===== src/rtl/cla_pkg.sv =====
// Shared types and look-ahead helpers for the 64-bit carry-look-ahead adder.
package cla_pkg;

   localparam int unsigned CLA_WIDTH   = 64;
   localparam int unsigned CLA_GROUP   = 4;
   localparam int unsigned CLA_NGROUPS = CLA_WIDTH / CLA_GROUP;

   typedef logic [CLA_WIDTH-1:0] word_t;

   typedef struct packed {
      logic g;
      logic p;
   } gp_t;

   // Carry-ins of four adjacent blocks, fully expanded so no block waits on its neighbour.
   function automatic logic [3:0] cla4_cin(input gp_t [3:0] gp, input logic cin);
      logic [3:0] c;
      c[0] = cin;
      c[1] = gp[0].g | (gp[0].p & cin);
      c[2] = gp[1].g | (gp[1].p & gp[0].g) | (gp[1].p & gp[0].p & cin);
      c[3] = gp[2].g | (gp[2].p & gp[1].g) | (gp[2].p & gp[1].p & gp[0].g)
           | (gp[2].p & gp[1].p & gp[0].p & cin);
      return c;
   endfunction

   // Merged generate/propagate of four adjacent blocks.
   function automatic gp_t gp4(input gp_t [3:0] gp);
      gp_t r;
      r.g = gp[3].g | (gp[3].p & gp[2].g) | (gp[3].p & gp[2].p & gp[1].g)
          | (gp[3].p & gp[2].p & gp[1].p & gp[0].g);
      r.p = gp[3].p & gp[2].p & gp[1].p & gp[0].p;
      return r;
   endfunction

endpackage


===== src/rtl/cla_group_4.sv =====
// Combinational 4-bit look-ahead group: local sum plus group generate/propagate.
module cla_group_4
   import cla_pkg::*;
(
   input  logic [3:0] a_i,
   input  logic [3:0] b_i,
   input  logic       cin_i,
   output logic [3:0] sum_o,
   output logic       g_o,
   output logic       p_o
);

   gp_t [3:0]  bit_gp;
   logic [3:0] bit_p;
   logic [3:0] carry;
   gp_t        grp;

   always_comb begin
      bit_gp = '0;
      bit_p  = '0;
      for (int i = 0; i < 4; i++) begin
         bit_gp[i].g = a_i[i] & b_i[i];
         bit_gp[i].p = a_i[i] ^ b_i[i];
         bit_p[i]    = a_i[i] ^ b_i[i];
      end
   end

   // Group G/P depend only on the operands, never on cin, keeping the look-ahead loop-free.
   assign grp   = gp4(bit_gp);
   assign g_o   = grp.g;
   assign p_o   = grp.p;
   assign carry = cla4_cin(bit_gp, cin_i);
   assign sum_o = bit_p ^ carry;

endmodule


===== src/rtl/cla_adder_64.sv =====
// 64-bit two-level carry-look-ahead adder with a single output register stage.
// Build option CLA_CARRY_IN_EN adds a CIN port used as the carry into bit 0.
module cla_adder_64
   import cla_pkg::*;
#(
   parameter int unsigned WIDTH = CLA_WIDTH,
   parameter int unsigned GROUP = CLA_GROUP
) (
   input  logic             clk,
   input  logic             rst,
   input  logic             IN_VALID,
   input  logic [WIDTH-1:0] A,
   input  logic [WIDTH-1:0] B,
`ifdef CLA_CARRY_IN_EN
   input  logic             CIN,
`endif
   output logic [WIDTH-1:0] SUM,
   output logic             CARRY,
   output logic             OUT_VALID
);

   localparam int unsigned NGROUPS = WIDTH / GROUP;
   localparam int unsigned SUPER   = 4;
   localparam int unsigned NSUPER  = NGROUPS / SUPER;

   logic               c0;
   logic [NGROUPS-1:0] grp_g;
   logic [NGROUPS-1:0] grp_p;
   gp_t  [NGROUPS-1:0] grp_gp;
   gp_t  [NSUPER-1:0]  sup_gp;
   gp_t                all_gp;
   logic [NSUPER-1:0]  sup_c;
   logic [NGROUPS-1:0] grp_c;
   logic               carry_c;
   logic [WIDTH-1:0]   sum_c;

   logic [WIDTH-1:0]   sum_d,   sum_q;
   logic               carry_d, carry_q;
   logic               valid_d, valid_q;

`ifdef CLA_CARRY_IN_EN
   assign c0 = CIN;
`else
   assign c0 = 1'b0;
`endif

   for (genvar gi = 0; gi < NGROUPS; gi++) begin : g_grp
      cla_group_4 u_grp (
         .a_i   (A[gi*GROUP +: GROUP]),
         .b_i   (B[gi*GROUP +: GROUP]),
         .cin_i (grp_c[gi]),
         .sum_o (sum_c[gi*GROUP +: GROUP]),
         .g_o   (grp_g[gi]),
         .p_o   (grp_p[gi])
      );
   end

   // Second level: super-block G/P, super-block carry-ins, then every group carry-in.
   always_comb begin
      grp_gp = '0;
      sup_gp = '0;
      grp_c  = '0;
      for (int i = 0; i < int'(NGROUPS); i++) begin
         grp_gp[i].g = grp_g[i];
         grp_gp[i].p = grp_p[i];
      end
      for (int s = 0; s < int'(NSUPER); s++) begin
         sup_gp[s] = gp4(grp_gp[s*SUPER +: SUPER]);
      end
      sup_c   = cla4_cin(sup_gp, c0);
      for (int s = 0; s < int'(NSUPER); s++) begin
         grp_c[s*SUPER +: SUPER] = cla4_cin(grp_gp[s*SUPER +: SUPER], sup_c[s]);
      end
      all_gp  = gp4(sup_gp);
      carry_c = all_gp.g | (all_gp.p & c0);
   end

   // Result is captured only for valid operands; otherwise the last result is held.
   always_comb begin
      sum_d   = sum_q;
      carry_d = carry_q;
      valid_d = IN_VALID;
      if (IN_VALID) begin
         sum_d   = sum_c;
         carry_d = carry_c;
      end
   end

   always_ff @(posedge clk) begin
      if (rst) begin
         sum_q   <= '0;
         carry_q <= 1'b0;
         valid_q <= 1'b0;
      end else begin
         sum_q   <= sum_d;
         carry_q <= carry_d;
         valid_q <= valid_d;
      end
   end

   assign SUM       = sum_q;
   assign CARRY     = carry_q;
   assign OUT_VALID = valid_q;

endmodule


===== config.mk =====
export PLATFORM = sky130hd
export DESIGN_NAME = cla_adder_64
export DESIGN_NICKNAME = d
export VERILOG_FILES = /design/src/rtl/cla_pkg.sv /design/src/rtl/cla_group_4.sv /design/src/rtl/cla_adder_64.sv
export SDC_FILE = /design/constraint.sdc
export NUM_CORES = 1
export LEC_CHECK = 0
export ABC_AREA = 1
export BUFFER_PORTS_ARGS = -buffer_cell sky130_fd_sc_hd__clkbuf_2
export CAP_MARGIN = 20
export CORE_UTILIZATION = 51
export CTS_CLUSTER_SIZE = 20
export DETAILED_ROUTE_END_ITERATION = 12
export PLACE_DENSITY = 0.88
export SLEW_MARGIN = 20
export SYNTH_ARGS = -nofsm -noshare
export SYNTH_HDL_FRONTEND = slang
export SYNTH_SLANG_ARGS = --single-unit

===== constraint.sdc =====
create_clock -name clk -period 3.45 [get_ports clk]
set_input_delay 0.69 -clock clk [delete_from_list [all_inputs] [get_ports clk]]
set_output_delay 0.69 -clock clk [all_outputs]
set_load 0.03 [all_outputs]

Word level (Yosys, flattened, before mapping)
Index checks and enable logic that the tools add are counted.
- input port bits: 131
- flip-flop bits (word level): 66
- output and inout bits: 66
- logic and storage cells: 624
- bitwise operators: 621
- operator list (kind ; number):
    $and 1x1->1 ; 361
    $or 1x1->1 ; 180
    $xor 1x1->1 ; 64
    $xor 4x4->4 ; 16

Longest topological paths before layout
- depth after elaboration: 17
- depth in mapped cells: 19
- gate-level depth less buffers: 19

Modules after synthesis
Synthesis repeated with hierarchy kept, for this count alone.
- cell total of the unflattened synthesis: 791
- area, all modules: 5494.0 um^2
- modules (own cells, without submodules) (module ; area each (um^2) ; instances ; sequential area each (um^2) ; cells each):
    cla_group_4 ; 181.4 ; 16 ; 0.0 ; 27
    cla_adder_64 ; 2591.2 ; 1 ; 1321.3 ; 359

Least setup slack after synthesis
OpenSTA, ideal clock, no wires.
- path type: in2reg
- start point: input port A[3]
- end point: register sum_q[61] (netlist: SUM[61])
- setup slack: 0.662 ns
- path buffers: 0
- data required time: 3.335 ns
- stages on the path: 16
- setup time: 0.115 ns
- arrival time: 2.673 ns
- cells stage by stage: ha_1 -> or2_0 -> nand2_1 -> nand2_2 -> nand2_2 -> nand2_4 -> nand2_2 -> nand2_2 -> nand2_2 -> nand3_4 -> nand2_2 -> nand2_4 -> fa_1 -> xor2_1 -> o21ai_0 -> inv_1
- longest elaborated chain between the ends: 14
- elaborated cells between the ends (all ways): 19
- those cells by class: bitwise: 19
- RTL lines (element ; RTL line ; RTL):
    start: declaration ; cla_adder_64.sv:12 ; input logic [WIDTH-1:0] A,
    $xor 1x1->1 ; cla_group_4.sv:23 ; bit_gp[i].p = a_i[i] ^ b_i[i];
    $and 1x1->1 (on tied branches) ; cla_pkg.sv:29, cla_pkg.sv:30 ;
    $or 1x1->1 (tied with other cells) ; cla_pkg.sv:29 ; r.g = gp[3].g | (gp[3].p & gp[2].g) | (gp[3].p & gp[2].p & gp[1].g)
    $or 1x1->1 / $and 1x1->1 (equally long branches) ; cla_pkg.sv:29, cla_pkg.sv:30 ;
    $or 1x1->1 * ; cla_pkg.sv:30 ; | (gp[3].p & gp[2].p & gp[1].p & gp[0].g);
    $and 1x1->1 * ; cla_pkg.sv:30 ;
    $or 1x1->1 * ; cla_pkg.sv:30 ;
    $and 1x1->1 * ; cla_pkg.sv:21 ; c[3] = gp[2].g | (gp[2].p & gp[1].g) | (gp[2].p & gp[1].p & gp[0].g)
    $or 1x1->1 * ; cla_pkg.sv:21 ;
    $and 1x1->1 * ; cla_pkg.sv:22 ; | (gp[2].p & gp[1].p & gp[0].p & cin);
    $or 1x1->1 * ; cla_pkg.sv:22 ;
    $and 1x1->1 * ; cla_pkg.sv:19 ; c[1] = gp[0].g | (gp[0].p & cin);
    $or 1x1->1 * ; cla_pkg.sv:19 ;
    $xor 4x4->4 * ; cla_group_4.sv:33 ; assign sum_o = bit_p ^ carry;
    end signal: assignment ; cla_adder_64.sv:95 ; sum_q <= sum_d;
    end: declaration ; cla_adder_64.sv:37 ; logic [WIDTH-1:0] sum_d, sum_q;
Mark *: on every way between the ends. The rest lies on a longest branch, timed or not.
A chain may end at the register's enable or synchronous reset.

Worst setup path after layout
- start point: input port A[33]
- end point: register sum_q[61] (netlist: SUM[61])
- longest elaborated chain between the ends: 13
- elaborated cells between the ends (all ways): 21
- those cells by class: bitwise: 21
- RTL lines (element ; RTL line):
    $and 1x1->1 / $xor 1x1->1 (equally long branches) ; cla_group_4.sv:22, cla_group_4.sv:23
    $and 1x1->1 (on tied branches) ; cla_pkg.sv:29, cla_pkg.sv:30, cla_pkg.sv:31
    $or 1x1->1 / $and 1x1->1 (equally long branches) ; cla_pkg.sv:29, cla_pkg.sv:30
    $or 1x1->1 ; cla_pkg.sv:30
    $and 1x1->1 ; cla_pkg.sv:30
    $or 1x1->1 ; cla_pkg.sv:30
    $or 1x1->1 ; cla_pkg.sv:21
    $or 1x1->1 * ; cla_pkg.sv:21
    $and 1x1->1 * ; cla_pkg.sv:22
    $or 1x1->1 * ; cla_pkg.sv:22
    $and 1x1->1 * ; cla_pkg.sv:19
    $or 1x1->1 * ; cla_pkg.sv:19
    $xor 4x4->4 * ; cla_group_4.sv:33
Marked as above.

==> metrics.txt <==
outcome finished clean; TritonCTS clock tree built; RSZ-0062 raised after global routing no; largest family of logic cells by synthesized area simple AND/OR/NAND/NOR gates; ordered list of cells on the worst path clkbuf_2, ha_1, nand2_1, a21oi_1, nor3_2, nor2_1, nor2_1, nand3_4, nand2_2, nand2_4, fa_1, xor2_1, o21ai_0, inv_1; Filler cells 940; Power Dens Cells roughly 400 mW/mm2; Max rail drop VDD between 200 and 250 uV; Routed Antenna Nets 0; CP endpoint kind register; Final #Nets between 1,000 and 1,500; synth top area cells dfxtp_1 24%, ha_1 15%, nor2_1 10%; Worst-Skew Late Latency 0.34 ns; vias per cell 5.121; post_cts resized 0; Max-cap violations 0; Slowest Stage Delay on Critical Path 0.39 ns; final hold violation count 0; Fin Setup TNS 0 ns; skew final 0 ns; Synth async-reset ratio 0%; Post-Synth Simple-Gate Area between 30 and 40%; synth unique cells 34; Die Y-Extent around 110 um; critical path startpoint category input port; Layout area overhead 24.93%; pre-CTS setup slack roughly 0.33 ns; clock root cell clkbuf_8; first-pass GRT wire length around 24,000 um; Syn Nets roughly 1,000; Synth Warn # 0; Longest Clk Path Bufs 2; switching share of power between 30% and 40%; Routed WL ~14,000 um; Ant. Diodes 0; kind of critical path input port to register; DR iter-0 viols between 200 and 250; min Tclk post-route between 2 and 3 ns; Finished Layout Cells 1,120; number of flops mapped to enable cells by yosys 0; Top cell by count, worst path nor2_1; DRC Markers 0; Synth Area in XOR/XNOR approximately 4%; drt wl/cell ~13 um; Setup WS post-layout roughly 0.65 ns; Total GRT Usage between 20% and 30%; Main synth FF type dfxtp_1; #FFs+latches synth 66; Num CTS Buffers 9; Post-Place Cells roughly 1,100; sw power a little under 1 mW; IO Pins a little under 200; Vias approximately 5,700; HPWL after detailed placement ~11,000 um; post-synthesis mux area share 0%; final instance area 0.006865 mm2; die area between 0.01 and 0.015 mm2; largest net degree at the start of global routing between 60 and 70; Buffers on Ports 196; Initial Util around 53%; maximum fanout along the worst path 6; critical path's slowest cell fa_1; core area a little over 0.01 mm2; global routing's busiest layer met2; RePlAce Congestion 0.9345; Clock Sinks 66; most common cell in the synthesized netlist nor2_1; GR Util met3 under 10%; worst hold path class register to register; antenna violations before repair 0; Clock power frac about a third; pins over their slew limit 0; share of cells above drive strength 1 27.24%; synth cell count leaders 150 x nor2_1, 107 x nand2_1, 95 x inv_1, 66 x dfxtp_1, 64 x ha_1; Seq/Total Area, Yosys 24.04%; Overflow after GRT 0; share of the synthesized area in the top cell type roughly a quarter; area leader, netlist dfxtp_1; Reg clk slew, reported paths 0.08 ns; vias in the first global route between 5,000 and 6,000; Seq pwr share 31.7%; GRT met2 Usage 47.99%; CP required 3.68 ns; Finished Core Util ~66%; combinational power share between 30% and 40%; grt met1 use about 30%; Setup violations, final 0; CP arrival a little over 3 ns; # hold bufs at CTS 0; H-tree levels 3; Slew headroom between 60% and 70%; post-synthesis adder-cell area fraction about a fifth; dpl cell area about 0.0066 mm2; Slew @ Worst Pin about 0.59 ns; final period utilization 81.04%; Synth Instances approximately 800; reg-to-reg slack, setup between 2 and 3 ns; Die X 105.8 um; internal power roughly 1.8 mW; Fmax 357.7 MHz; post-CTS setup buffer count 0; syn_area_per_cell between 6 and 7 um2; Netlist Area Pre-Place about 0.0055 mm2; Leakage 3.842 nW; # rows 37; drt pass-1 iters 6; post-synthesis compound-gate area fraction between 10% and 20%
-- sequential cells by signal, indices dropped and copies added, names as in the netlist --
register,cells
OUT_VALID,1
CARRY,1
SUM,64
-- cell type report --
type / count / area [um2] / area share, %
multi-input cells: 606 / 3727 / 54.29
repair buffers: 200 / 1011 / 14.73
clock inverters: 6 / 137.6 / 2.005
flip-flops and latches: 66 / 1321 / 19.25
inverters: 96 / 360.3 / 5.249
clock buffers: 10 / 137.6 / 2.005
well taps: 136 / 170.2 / 2.479
-- path summary, 6_finish.rpt --
kind,from,endpoint,cells past startpoint
setup / recovery,A[33],SUM[61],14
hold / removal,SUM[0],SUM[0],2
setup reg to reg,SUM[57],SUM[57],4
hold reg to reg,SUM[0],SUM[0],2
-- power groups by stage --
| stage | logic, mW | clock network (mW) | registers, mW |
|---|---|---|---|
| after global routing | 1.11 | 0.951 | 0.885 |
| after floorplan | 0.547 | 0 | 1.04 |
| final | 0.988 | 0.904 | 0.877 |
| after CTS | 0.988 | 0.920 | 0.876 |
| after detailed placement | 0.983 | 0 | 0.893 |
| after global placement | 0.957 | 0 | 0.891 |
-- stage by stage --
stage	power [mW]	hold slack [ns]
2_1_floorplan	1.585	0.6433
4_1_cts	2.784	0.5065
6_report	2.769	0.5028
3_3_place_gp	1.849	0.4765
5_1_grt	2.944	0.5302
3_5_place_dp	1.876	0.4834
-- cells by family after synthesis --
group	after synthesis
AOI/OAI and AO/OA	127
DFF	66
xor gates and xnor gates	25
and+or+nand+nor	375
buffers and inverters	118
adders and majority gates	79
-- placed cells by master (no fill, tap or decap) --
master	n
a211oi_1	2
xor2_1	23
nand3b_1	1
a21oi_2	8
xnor2_1	2
nand2_2	26
clkinv_4	2
o21ai_0	60
clkbuf_8	10
nand2_4	6
and2_4	1
clkinv_1	1
a21o_1	4
nand2_1	107
or2_0	1
nor3b_4	1
nand3_1	61
a31oi_1	5
nand4_1	9
nor3_2	2
fa_1	15
ha_1	64
nor2_2	5
bufinv_16	4
nor2_1	150
inv_1	95
dfxtp_1	66
nor3_1	1
buf_4	4
a21oi_1	41
nand3_2	2
buf_2	1
o21bai_1	3
and3_1	1
nand3_4	1
a221oi_1	4
clkbuf_2	195
-- critical path: cells and delay by family --
family                     cells  cell delay, ns
and+or+nand+nor                7            1.03
xor gates and xnor gates       1            0.17
buffers and inverters          2            0.15
adders and majority gates      2            0.75
AOI/OAI and AO/OA              2            0.25
-- routing by layer --
| metal | vias to the layer above | wire length [um] | part of all wire [%] |
|---|---|---|---|
| met5 | - | 0 | 0 |
| met4 | 0 | 397 | 2.8 |
| met3 | 36 | 673 | 4.7 |
| met2 | 176 | 7113 | 50 |
| met1 | 2578 | 6184 | 43 |
| li1 | 2945 | - | - |
Note: power is estimated with default switching activity, not from simulation.
